--- src/rtl/sprite_printer_pkg.sv ---
// rtl/sprite_printer_pkg.sv - shared encodings and FSM states for the sprite blitter
package sprite_printer_pkg;

    localparam logic [1:0]  HTRANS_IDLE       = 2'b00;
    localparam logic [1:0]  HTRANS_NONSEQ     = 2'b10;
    localparam logic [31:0] SYNC_WORD_DEFAULT = 32'hFFFF_FFFF;
    localparam int          HDR_BIT           = 16;

    typedef enum logic [3:0] {
        ST_SYNC,
        ST_SIZE,
        ST_BASE,
        ST_RSV,
        ST_HW,
        ST_HH,
        ST_ADDR,
        ST_DATA,
        ST_WLO,
        ST_WHI
    } state_e;

endpackage

--- src/rtl/sprite_printer_ahb_rd.sv ---
// rtl/sprite_printer_ahb_rd.sv - single-outstanding AHB-Lite read engine
// req is held for the address phase; data_ack fires on the edge that completes the data phase.
module sprite_printer_ahb_rd
    import sprite_printer_pkg::*;
#(
    parameter int ADDR_SHIFT = 2
) (
    input  logic        clk,
    input  logic        rst_n,
    input  logic        req,
    input  logic [31:0] word_addr,
    output logic        addr_ack,
    output logic        data_ack,
    output logic [31:0] data,
    output logic [31:0] HADDR,
    output logic [1:0]  HTRANS,
    output logic        HWRITE,
    input  logic        HREADY,
    input  logic [31:0] HRDATA
);

    logic dphase_q, dphase_d;
    logic aphase;

    // A new address phase is only offered once the previous data phase has retired.
    assign aphase = req & ~dphase_q;

    always_comb begin
        dphase_d = dphase_q;
        addr_ack = 1'b0;
        data_ack = 1'b0;
        if (aphase && HREADY) begin
            addr_ack = 1'b1;
            dphase_d = 1'b1;
        end else if (dphase_q && HREADY) begin
            data_ack = 1'b1;
            dphase_d = 1'b0;
        end
    end

    always_ff @(posedge clk) begin
        if (rst_n) begin
            dphase_q <= 1'b0;
        end else begin
            dphase_q <= dphase_d;
        end
    end

    assign HTRANS = aphase ? HTRANS_NONSEQ : HTRANS_IDLE;
    assign HADDR  = aphase ? (word_addr << ADDR_SHIFT) : 32'h0;
    assign HWRITE = 1'b0;
    assign data   = HRDATA;

endmodule

--- src/rtl/sprite_printer.sv ---
// rtl/sprite_printer.sv - sprite blit engine: command packets in, header+pixel stream out
// rst_n is an active-high synchronous reset despite its name.
module sprite_printer
    import sprite_printer_pkg::*;
#(
    parameter logic [31:0] SYNC_WORD  = SYNC_WORD_DEFAULT,
    parameter int          ADDR_SHIFT = 2
) (
    input  logic        clk,
    input  logic        rst_n,
    input  logic        rempty,
    input  logic [31:0] rdata,
    output logic        rinc,
    input  logic        wfull,
    output logic        winc,
    output logic [16:0] wdata,
    output logic [31:0] HADDR,
    output logic [1:0]  HTRANS,
    output logic        HWRITE,
    input  logic        HREADY,
    input  logic [31:0] HRDATA
);

    state_e      state_q, state_d;
    logic [15:0] width_q, width_d;
    logic [15:0] height_q, height_d;
    logic [31:0] addr_q, addr_d;
    logic [31:0] count_q, count_d;
    logic [31:0] pair_q, pair_d;

    logic        ahb_req;
    logic        addr_ack;
    logic        data_ack;
    logic [31:0] ahb_data;

    assign ahb_req = (state_q == ST_ADDR);

    sprite_printer_ahb_rd #(
        .ADDR_SHIFT (ADDR_SHIFT)
    ) u_ahb_rd (
        .clk       (clk),
        .rst_n     (rst_n),
        .req       (ahb_req),
        .word_addr (addr_q),
        .addr_ack  (addr_ack),
        .data_ack  (data_ack),
        .data      (ahb_data),
        .HADDR     (HADDR),
        .HTRANS    (HTRANS),
        .HWRITE    (HWRITE),
        .HREADY    (HREADY),
        .HRDATA    (HRDATA)
    );

    always_comb begin
        state_d  = state_q;
        width_d  = width_q;
        height_d = height_q;
        addr_d   = addr_q;
        count_d  = count_q;
        pair_d   = pair_q;
        rinc     = 1'b0;
        winc     = 1'b0;
        wdata    = 17'h0;
        case (state_q)
            ST_SYNC: begin
                rinc = ~rempty;
                if (!rempty && rdata == SYNC_WORD) state_d = ST_SIZE;
            end
            ST_SIZE: begin
                rinc = ~rempty;
                if (!rempty) begin
                    width_d  = rdata[15:0];
                    height_d = rdata[31:16];
                    state_d  = ST_BASE;
                end
            end
            ST_BASE: begin
                rinc = ~rempty;
                if (!rempty) begin
                    addr_d  = rdata;
                    state_d = ST_RSV;
                end
            end
            ST_RSV: begin
                rinc = ~rempty;
                if (!rempty) begin
                    count_d = 32'(width_q) * 32'(height_q);
                    state_d = ST_HW;
                end
            end
            ST_HW: begin
                winc           = ~wfull;
                wdata[HDR_BIT] = 1'b1;
                wdata[15:0]    = width_q;
                if (!wfull) state_d = ST_HH;
            end
            ST_HH: begin
                winc           = ~wfull;
                wdata[HDR_BIT] = 1'b1;
                wdata[15:0]    = height_q;
                if (!wfull) state_d = (count_q != 32'h0) ? ST_ADDR : ST_SYNC;
            end
            ST_ADDR: begin
                if (addr_ack) begin
                    addr_d  = addr_q + 32'h1;
                    state_d = ST_DATA;
                end
            end
            ST_DATA: begin
                if (data_ack) begin
                    pair_d  = ahb_data;
                    state_d = ST_WLO;
                end
            end
            ST_WLO: begin
                winc        = ~wfull;
                wdata[15:0] = pair_q[15:0];
                if (!wfull) begin
                    count_d = count_q - 32'h1;
                    state_d = (count_q == 32'h1) ? ST_SYNC : ST_WHI;
                end
            end
            ST_WHI: begin
                winc        = ~wfull;
                wdata[15:0] = pair_q[31:16];
                if (!wfull) begin
                    count_d = count_q - 32'h1;
                    state_d = (count_q == 32'h1) ? ST_SYNC : ST_ADDR;
                end
            end
            default: state_d = ST_SYNC;
        endcase
    end

    always_ff @(posedge clk) begin
        if (rst_n) begin
            state_q  <= ST_SYNC;
            width_q  <= 16'h0;
            height_q <= 16'h0;
            addr_q   <= 32'h0;
            count_q  <= 32'h0;
            pair_q   <= 32'h0;
        end else begin
            state_q  <= state_d;
            width_q  <= width_d;
            height_q <= height_d;
            addr_q   <= addr_d;
            count_q  <= count_d;
            pair_q   <= pair_d;
        end
    end

endmodule

--- config.mk ---
export PLATFORM = sky130hd
export DESIGN_NAME = sprite_printer
export DESIGN_NICKNAME = d
export VERILOG_FILES = /design/src/rtl/sprite_printer_pkg.sv /design/src/rtl/sprite_printer_ahb_rd.sv /design/src/rtl/sprite_printer.sv
export SDC_FILE = /design/constraint.sdc
export NUM_CORES = 1
export LEC_CHECK = 0
export ABC_AREA = 0
export CORE_MARGIN = 10
export CORE_UTILIZATION = 55
export DETAILED_ROUTE_END_ITERATION = 10
export GPL_TIMING_DRIVEN = 0
export PLACE_DENSITY = 0.76
export SLEW_MARGIN = 0
export SYNTH_ARGS = -nofsm -noshare
export SYNTH_HDL_FRONTEND = slang
export SYNTH_SLANG_ARGS = --single-unit
--- constraint.sdc ---
create_clock -name clk -period 18.8 [get_ports clk]
set_input_delay 3.76 -clock clk [delete_from_list [all_inputs] [get_ports clk]]
set_output_delay 3.76 -clock clk [all_outputs]
set_load 0.02 [all_outputs]
==> impl_metrics.tcl <==
set metrics [dict create \
    final_cell_mix "nand2_1, inv_1, fa_1" \
    port_buffers 117 \
    nets 2488 \
    yosys.area.top_type_share 0.248 \
    ios 123 \
    layout_commonest_cell "nand2_1" \
    drive_gt1_frac 0.0272 \
    outcome "finished, final reports clean" \
    seqCellArea_um2 2620 \
    synth.distinct_cells 72 \
    cap_violations 0 \
    startpoint "rempty" \
    synth_top_family_by_area "adder cells" \
    yosysTopAreaCell "fa_1" \
    die_w_um 189 \
    reg2reg_slack_ns 11.48 \
    ys.flop_type "dfxtp_1" \
    clk_pin_slew_ns 0.06 \
    worstPathRequired_ns 15.04 \
    syn_inst 1979 \
    met3_wirelength_mm 5.00 \
    slew_viol_final 0 \
    ys_seq_area_frac 0.167 \
    hold_class "flip-flop to flip-flop" \
    p_leak_nw 7.66 \
    grt_pass1_vias 15500 \
    area_growth_pct 14.6 \
    r2r-start "height_q[7]" \
    grt_overflow 0 \
    final_cell_count_no_fill 2510 \
    syn_area_per_cell_um2 7.92 \
    met2WireLength_mm 23.9 \
    drt-total-wl_mm 52.2 \
    grt_max_degree 17 \
    antenna_left 0 \
    ys_top_cells_by_area "fa_1, dfxtp_1, ha_1" \
    synth_fa_ha_area_frac 0.333 \
    cts_tree "yes" \
    clock_path_buffers 2 \
    finalWeightedCongestion 0.975 \
    slew-limit-headroom 0.0681 \
    dieHeight_um 189 \
    antenna_found_initial 3 \
    yosysWarnings 0 \
    cp_max_fo 7 \
    ir_drop_mv 0.0646 \
    synth_compound_area_frac 0.153 \
    min_period_over_period 0.498 \
    initial_core_util 0.561 \
    synth_async_sr_flop_share 0 \
    rr_worst_depth 23 \
    clock_latency_ns 0.43 \
    nFillCells 2515 \
    r2r_end "count_q[25]" \
    row_count 61 \
    cts_setup_buffers 0 \
    drc_errors 0 \
    drt-met1-wl_mm 20.2 \
    h-tree-depth 4 \
    critPathKind "primary input to output pin" \
    grt_pass1_wl_mm 82.7 \
    ctsResizeCount 0 \
    hpwl_mm 40.3 \
    vias 15200 \
    muxShareOfSynthArea 0.0166 \
    postCtsHoldBufs 0 \
    cts_root_buffer "clkbuf_16" \
    report.final.hold_viol_count 0 \
    worst_pin_slew_ns 1.39 \
    fin_worst_skew_ns 0.0151 \
    clock-sinks 131 \
    core-area_um2 27900 \
    multi_input_area_um2 11700 \
    routedWlPerCell_um 20.8 \
    setup_viol 0 \
    place_inst 2477 \
    tns_ns 0 \
    drt-pass1-iter-count 6 \
    top_layer "met5" \
    track_usage 0.290 \
    routed_via_density 6.04 \
    crit_end "rinc" \
    synth_seq_cells 131 \
    end_kind "output pin" \
    cp_data_arrival_time_ns 5.60 \
    yosys.area_share.xor_xnor 0.0123 \
    period_needed_ns 9.36 \
    drt_iter0_drc 1647 \
    synth-edff-count 0 \
    synth_area_um2 15700 \
    rsz0062_at_grt "no" \
    power.density_nw_per_um2 37.8 \
    die-area_um2 35600 \
    fmax_ghz 0.107 \
    synthSimpleGateAreaFrac 0.227 \
    start_kind "primary input" \
    cts-buffers-inserted 17 \
]
metal layers:
layer,vias up,track usage
met5,-,0
met4,2,0.163
met3,213,0.0596
met2,846,0.468
met1,7310,0.354
li1,6787,-
how the worst min path moves through the flow:
| stage | start | end | cells after the start |
|---|---|---|---|
| 3_5_place_dp | pair_q[4] | pair_q[4] | 2 |
| 6_report | pair_q[4] | pair_q[4] | 2 |
| 3_3_place_gp | pair_q[5] | pair_q[5] | 2 |
| 5_1_grt | pair_q[9] | pair_q[9] | 2 |
| 2_1_floorplan | pair_q[11] | pair_q[11] | 2 |
| 4_1_cts | pair_q[4] | pair_q[4] | 2 |
through the flow:
stage | hold WS [ns] | setup slack [ns] | total power, mW | cell area (µm²) | utilization
final | 0.454 | 9.44 | 0.678 | 18000 | 0.643
after global routing | 0.477 | 9.42 | 0.689 | 18000 | 0.643
after CTS | 0.452 | 9.45 | 0.676 | 18000 | 0.643
after detailed placement | 0.445 | 9.47 | 0.316 | 17300 | 0.620
after global placement | 0.439 | 9.45 | 0.316 | 17300 | 0.620
after floorplan | 0.431 | 10.57 | 0.293 | 15700 | -
where the power goes:
part / internal [mW] / total [mW] / switching, mW / leakage (nW)
Sequential: 0.277 / 0.277 / 0.000000119 / 1.05
Combinational: 0.0160 / 0.0335 / 0.0175 / 6.31
Clock: 0.224 / 0.367 / 0.144 / 0.298
Total: 0.517 / 0.678 / 0.161 / 7.66
cell usage after synthesis, types with 16 or more instances:
cell type,number
nand2_1,345
nand3_1,25
nor2_1,81
a22oi_1,21
inv_1,231
ha_1,107
dfxtp_1,131
mux2i_1,26
o21ai_0,69
and2_1,151
fa_1,194
clkbuf_1,116
a21oi_1,160
nand4_1,20
nor3_1,33
xnor2_1,16
o22ai_1,16
a211oi_1,20
flip-flops by register name (all words and copies together), names as in the netlist:
| signal | count |
|---|---|
| addr_q | 30 |
| count_q | 32 |
| height_q | 16 |
| pair_q | 32 |
| state_q | 4 |
| u_ahb_rd.dphase_q | 1 |
| width_q | 16 |
cells by family (layout without fill, tap and decap cells):
| logic type | count (synthesis) | after routing |
|---|---|---|
| AND/OR/NAND/NOR | 741 | 741 |
| AO/OA/AOI/OAI | 392 | 392 |
| buffers and inverters | 365 | 514 |
| adder cells (fa/ha/maj) | 301 | 301 |
| flip-flops | 131 | 131 |
| multiplexers | 26 | 26 |
| XOR/XNOR | 22 | 22 |
| other | 1 | 5 |
critical path, stage by stage:
cell and delay, ns:
clkdlybuf4s50_1 0.44, nor3_1 0.65, clkdlybuf4s50_1 0.76
cell type report:
cell class                      instances  area share
Tap cell                              378      0.0263
Clock inverter                         15      0.0115
Buffer                                134      0.0300
Inverter                              231      0.0483
Antenna cell                            1    0.000139
Multi-Input combinational cell       1486       0.649
Clock buffer                           17      0.0237
Sequential cell                       131       0.146
Timing Repair Buffer                  117      0.0652
(Power assumes the default switching activity.)
==> edit 1 (same flow settings) <==
The 10 states of `state_e` get a one-hot encoding in 10 bits.
--- a/src/rtl/sprite_printer_pkg.sv
+++ b/src/rtl/sprite_printer_pkg.sv
@@ -7,15 +7,15 @@
     localparam int          HDR_BIT           = 16;
 
-    typedef enum logic [3:0] {
-        ST_SYNC,
-        ST_SIZE,
-        ST_BASE,
-        ST_RSV,
-        ST_HW,
-        ST_HH,
-        ST_ADDR,
-        ST_DATA,
-        ST_WLO,
-        ST_WHI
+    typedef enum logic [9:0] {
+        ST_SYNC = 10'b0000000001,
+        ST_SIZE = 10'b0000000010,
+        ST_BASE = 10'b0000000100,
+        ST_RSV  = 10'b0000001000,
+        ST_HW   = 10'b0000010000,
+        ST_HH   = 10'b0000100000,
+        ST_ADDR = 10'b0001000000,
+        ST_DATA = 10'b0010000000,
+        ST_WLO  = 10'b0100000000,
+        ST_WHI  = 10'b1000000000
     } state_e;
 
Function: no difference found for any inputs over 4 cycles, from zero or initial values and one cycle with rst_n high; so few cycles prove little.
==> edit 1 against the original RTL <==
- sequential cell count grew 6
- synthesized area grew 0.89%
- wire length shrank 0.37%
- worst setup slack gained 490 ps
- cell area grew 0.50%
Power is not compared: it rests on default switching activity, and its combinational part moved more than twofold at a synthesized area within 25%.
==> edit 1: results (changes against the original RTL) <==
* All-Layer GR Usage at 0.2891 (-0.0005775)
* Register area share after synthesis at 0.1735 (+0.006115)
* Placer Congestion at 1.005 (+3.1%)
* Detailed Route WL at 52.00 mm (-0.37%)
* Peak VDD IR at slightly above 0.05 mV
* Postcts setup bufs at 0 (unchanged)
* DP Cell Count at 2475 (-0.081%)
* H-Tree Depth at 4 (unchanged)
* Least-Margin Pin Slew at 1036 ps (-359.0 ps)
* Static Leakage at roughly 8.0 nW
* Critical path peak fanout at 5 (-2)
* First-pass iteration count of the detailed router at 8 (+2)
* HPWL after detailed placement at 40.66 mm (+0.95%)
* Via/cell ratio at 5.993 (-0.76%)
* # port buffers at 116 (-0.85%)
* CTS buffer count at 17 (unchanged)
* R2R setup slack at 11440 ps (-40 ps)
* Clock Skews at 10.05 ps (-5.045 ps)
* Top flop regs: count_q (32), pair_q (32), addr_q (30)
* Placed inst area at 0.01747 mm^2 (+0.86%)
* Post-synth ARST share at 0 (unchanged)
* Clk slew on worst S/H paths at 60 ps (about the same)
* Count of cell types in the netlist at 76 (+5.6%)
* First-pass GRT wire length at 82.33 mm (-0.50%)
* Place WS at 9943 ps (+475.4 ps)
* Max clock buf depth at 2 (unchanged)
* Warnings from Yosys at 0 (unchanged)
* Clock network power at between 0.0003 and 0.0004 W
* DRT iter0 DRCs at 1373 (-17%)
* Synth area leaders: fa_1, dfxtp_1, ha_1
* Minimum clock period at 8870 ps (-491.6 ps)
* Post-CTS sizing at 0 (unchanged)
* Largest net degree at the start of global routing at 17 (unchanged)
* Vias in the first global route at 15170 (-2.3%)
* Sequential power at 0.000312 W
* Filler cells at 2585 (+2.8%)
* Root Buffer: clkbuf_16
* Clock Latency Late Sink at around 440 ps
* Main synth FF type: dfxtp_1
* Worst EP arrival at 5110 ps (-490 ps)
* Post-synth top cells: nand2_1, inv_1, fa_1
* DR WL/cell at 20.72 um (-0.33%)
* Hold Crit Class: register to register
* Initial antenna violation count at 0 (-3)
* Cells after Synth at 1972 (-0.35%)
* Status: finished, final reports clean
* Share of cells above drive strength 1 at 0.03674 (+0.009523)
* Sw Ratio at 0.3159
[edit 1: final timing paths]
path	start	end	cells after the start
worst min register to register	pair_q[30]	pair_q[30]	2
worst max-delay path	rempty	rinc	3
worst min-delay path	pair_q[30]	pair_q[30]	2
worst max register to register	width_q[12]	count_q[26]	22
[edit 1: through the flow]
stage / hold slack [ps] / power, W
floorplan: 435.7 / 0.0003781
global placement: 443.0 / 0.0004269
detailed placement: 449.7 / 0.0004291
CTS: 458.6 / 0.0007491
global route: 473.2 / 0.0007754
finish: 458.0 / 0.0007521
[edit 1: cell families (layout without fill, tap and decap cells)]
logic type | after synthesis | count (layout) | share of synthesized area
AO/OA/AOI/OAI | 339 | 339 | 0.1338
XOR/XNOR | 26 | 26 | 0.01488
adder cells (fa/ha/maj) | 301 | 301 | 0.3304
buffers and inverters | 359 | 507 | 0.08936
flip-flops | 137 | 137 | 0.1735
multiplexers | 38 | 38 | 0.02430
other | 1 | 6 | 0.0002372
AND/OR/NAND/NOR | 771 | 771 | 0.2335
[edit 1: layout make-up]
cell class	count	area (um^2)	share of cell area
clock buffer	17	425.4	0.02357
multi-input combinational	1479	11690	0.6475
timing repair buffer	116	1161	0.06434
antenna	2	5.005	0.0002773
inverter	237	889.6	0.04930
sequential	137	2743	0.1520
clock inverter	15	133.9	0.007419
buffer	122	523.0	0.02898
tap	384	480.5	0.02662
[edit 1: layer usage]
metal | wire length, um | track usage
met1 | 20530 | 0.3610
met4 | 2757 | 0.1575
met5 | 0 | 0
met2 | 23980 | 0.4642
met3 | 4735 | 0.05712
[edit 1: critical path: stages]
cell and delay (ps):
clkdlybuf4s50_1 570, nor2_1 160, clkdlybuf4s50_1 620
==> edit 2 (config.mk and constraints unchanged) <==
Without the edit above. Take the reset off `addr_q` and load it in a clocked block of its own.
--- a/src/rtl/sprite_printer.sv
+++ b/src/rtl/sprite_printer.sv
@@ -139,5 +139,4 @@
             width_q  <= 16'h0;
             height_q <= 16'h0;
-            addr_q   <= 32'h0;
             count_q  <= 32'h0;
             pair_q   <= 32'h0;
@@ -146,5 +145,4 @@
             width_q  <= width_d;
             height_q <= height_d;
-            addr_q   <= addr_d;
             count_q  <= count_d;
             pair_q   <= pair_d;
@@ -152,4 +150,8 @@
     end
 
+    always_ff @(posedge clk) begin
+        addr_q <= addr_d;
+    end
+
 endmodule
 
Behaviour: same outputs for any inputs over 4 cycles, from zero or initial values and one cycle with rst_n high; that may be too few to reach the edited logic, so the function may still have changed.
==> edit 2 against the original RTL <==
- sequential cell count is the same
- power shrank 2.7%
- sequential share of layout area grew 1.8 points
- worst setup slack gained 270 ps
- synthesized area shrank 0.71%
- via count shrank 7.5%
- cell area shrank 0.76%
- wire length shrank 6.9%
==> edit 2: results (changes against the original RTL) <==
* HPWL after detailed placement at 37.56 mm (-6.8%)
* Root Buffer: clkbuf_16
* Placer Congestion at 0.9454 (-3.0%)
* Postcts setup bufs at 0 (unchanged)
* NumNets Final at 2385 (-4.1%)
* Post-synth ARST share at 0 (unchanged)
* Via/cell ratio at 5.825 (-3.5%)
* Post-synth top cells: nand2_1, inv_1, fa_1
* First-pass iteration count of the detailed router at 6 (unchanged)
* All-Layer GR Usage at 0.2719 (-0.01781)
* Share of cells above drive strength 1 at 0.03402 (+0.006806)
* Clock Latency Late Sink at 430 ps (about the same)
* DRT iter0 DRCs at 1336 (-19%)
* WHS at 453.9 ps (+0.02300 ps)
* Critical path peak fanout at 5 (-2)
* Synth area leaders: fa_1, dfxtp_1, ha_1
* CTS buffer count at 17 (unchanged)
* Warnings from Yosys at 0 (unchanged)
* Status: finished, final reports clean
* Worst EP arrival at 5330 ps (-270 ps)
* Placed inst area at 0.01722 mm^2 (-0.59%)
* Max_slew headroom at 0.3806 (+0.3126)
* Largest net degree at the start of global routing at 31 (+14)
* Register area share after synthesis at 0.1879 (+0.02050)
* Vias in the first global route at 14360 (-7.5%)
* Initial antenna violation count at 0 (-3)
* First-pass GRT wire length at 76.86 mm (-7.1%)
* Post-synth EDFFs at 30 (+30)
* # port buffers at 118 (+0.85%)
* Clock Skews at 14.68 ps (-0.4211 ps)
* Peak VDD IR at 0.04469 mV (-31%)
* R2R setup slack at 11620 ps (+140 ps)
* Count of cell types in the netlist at 82 (+14%)
* Main synth FF type: dfxtp_1
* Detailed Route WL at 48.57 mm (-6.9%)
* Static Leakage at 7.553 nW (-1.4%)
==> edit 2: cell type report <==
| type | count | area, um^2 |
|---|---|---|
| Clock buffer | 18 | 429.2 |
| Fill cell | 2383 | 10040 |
| Multi-Input combinational cell | 1399 | 11320 |
| Buffer | 113 | 447.9 |
| Timing Repair Buffer | 118 | 1181 |
| Antenna cell | 1 | 2.502 |
| Tap cell | 378 | 473.0 |
| Inverter | 235 | 882.1 |
| Clock inverter | 14 | 166.4 |
| Sequential cell | 131 | 2923 |
==> edit 2: critical path, cell delays in order <==
cell and delay (ps):
clkdlybuf4s50_1 500, nor2_1 200, a21boi_0 230, clkdlybuf4s50_1 640
==> edit 2: layer usage <==
layer | wire [um] | up-vias | GRT usage | share of wire
met2 | 22250 | 694 | 0.4375 | 0.46
met5 | 0 | - | 0 | 0
met4 | 2627 | 0 | 0.1434 | 0.054
met3 | 4754 | 140 | 0.07072 | 0.098
li1 | - | 6356 | - | -
met1 | 18930 | 6831 | 0.3289 | 0.39
==> edit 2: where the power goes <==
part | switching (W) | internal (W)
sequential | 0.0000000000675 | 0.000287
combinational | 0.0000144 | 0.0000159
clock | 0.000143 | 0.000199
==> edit 2: cells by family after synthesis <==
| kind of cell | Yosys count | synth area share |
|---|---|---|
| AOI/OAI and AO/OA | 305 | 0.1209 |
| xor gates and xnor gates | 53 | 0.02984 |
| adders and majority gates | 301 | 0.3357 |
| buffers and inverters | 348 | 0.08550 |
| DFF | 131 | 0.1879 |
| muxes | 34 | 0.02196 |
| other | 1 | 0.0002411 |
| and+or+nand+nor | 702 | 0.2180 |
==> edit 2: path summary, 6_finish.rpt <==
kind,depth (start not counted),start,endpoint
setup / recovery,4,wfull,winc
hold reg to reg,2,pair_q[12],pair_q[12]
setup reg to reg,22,height_q[1],count_q[31]
hold / removal,2,pair_q[12],pair_q[12]
==> edit 2: metrics by stage <==
step	worst slack, ps	std cells
finish	9707	2407
global route	9621	2406
CTS	9698	2406
detailed placement	9702	2374
global placement	9715	2374
floorplan	10610	1878
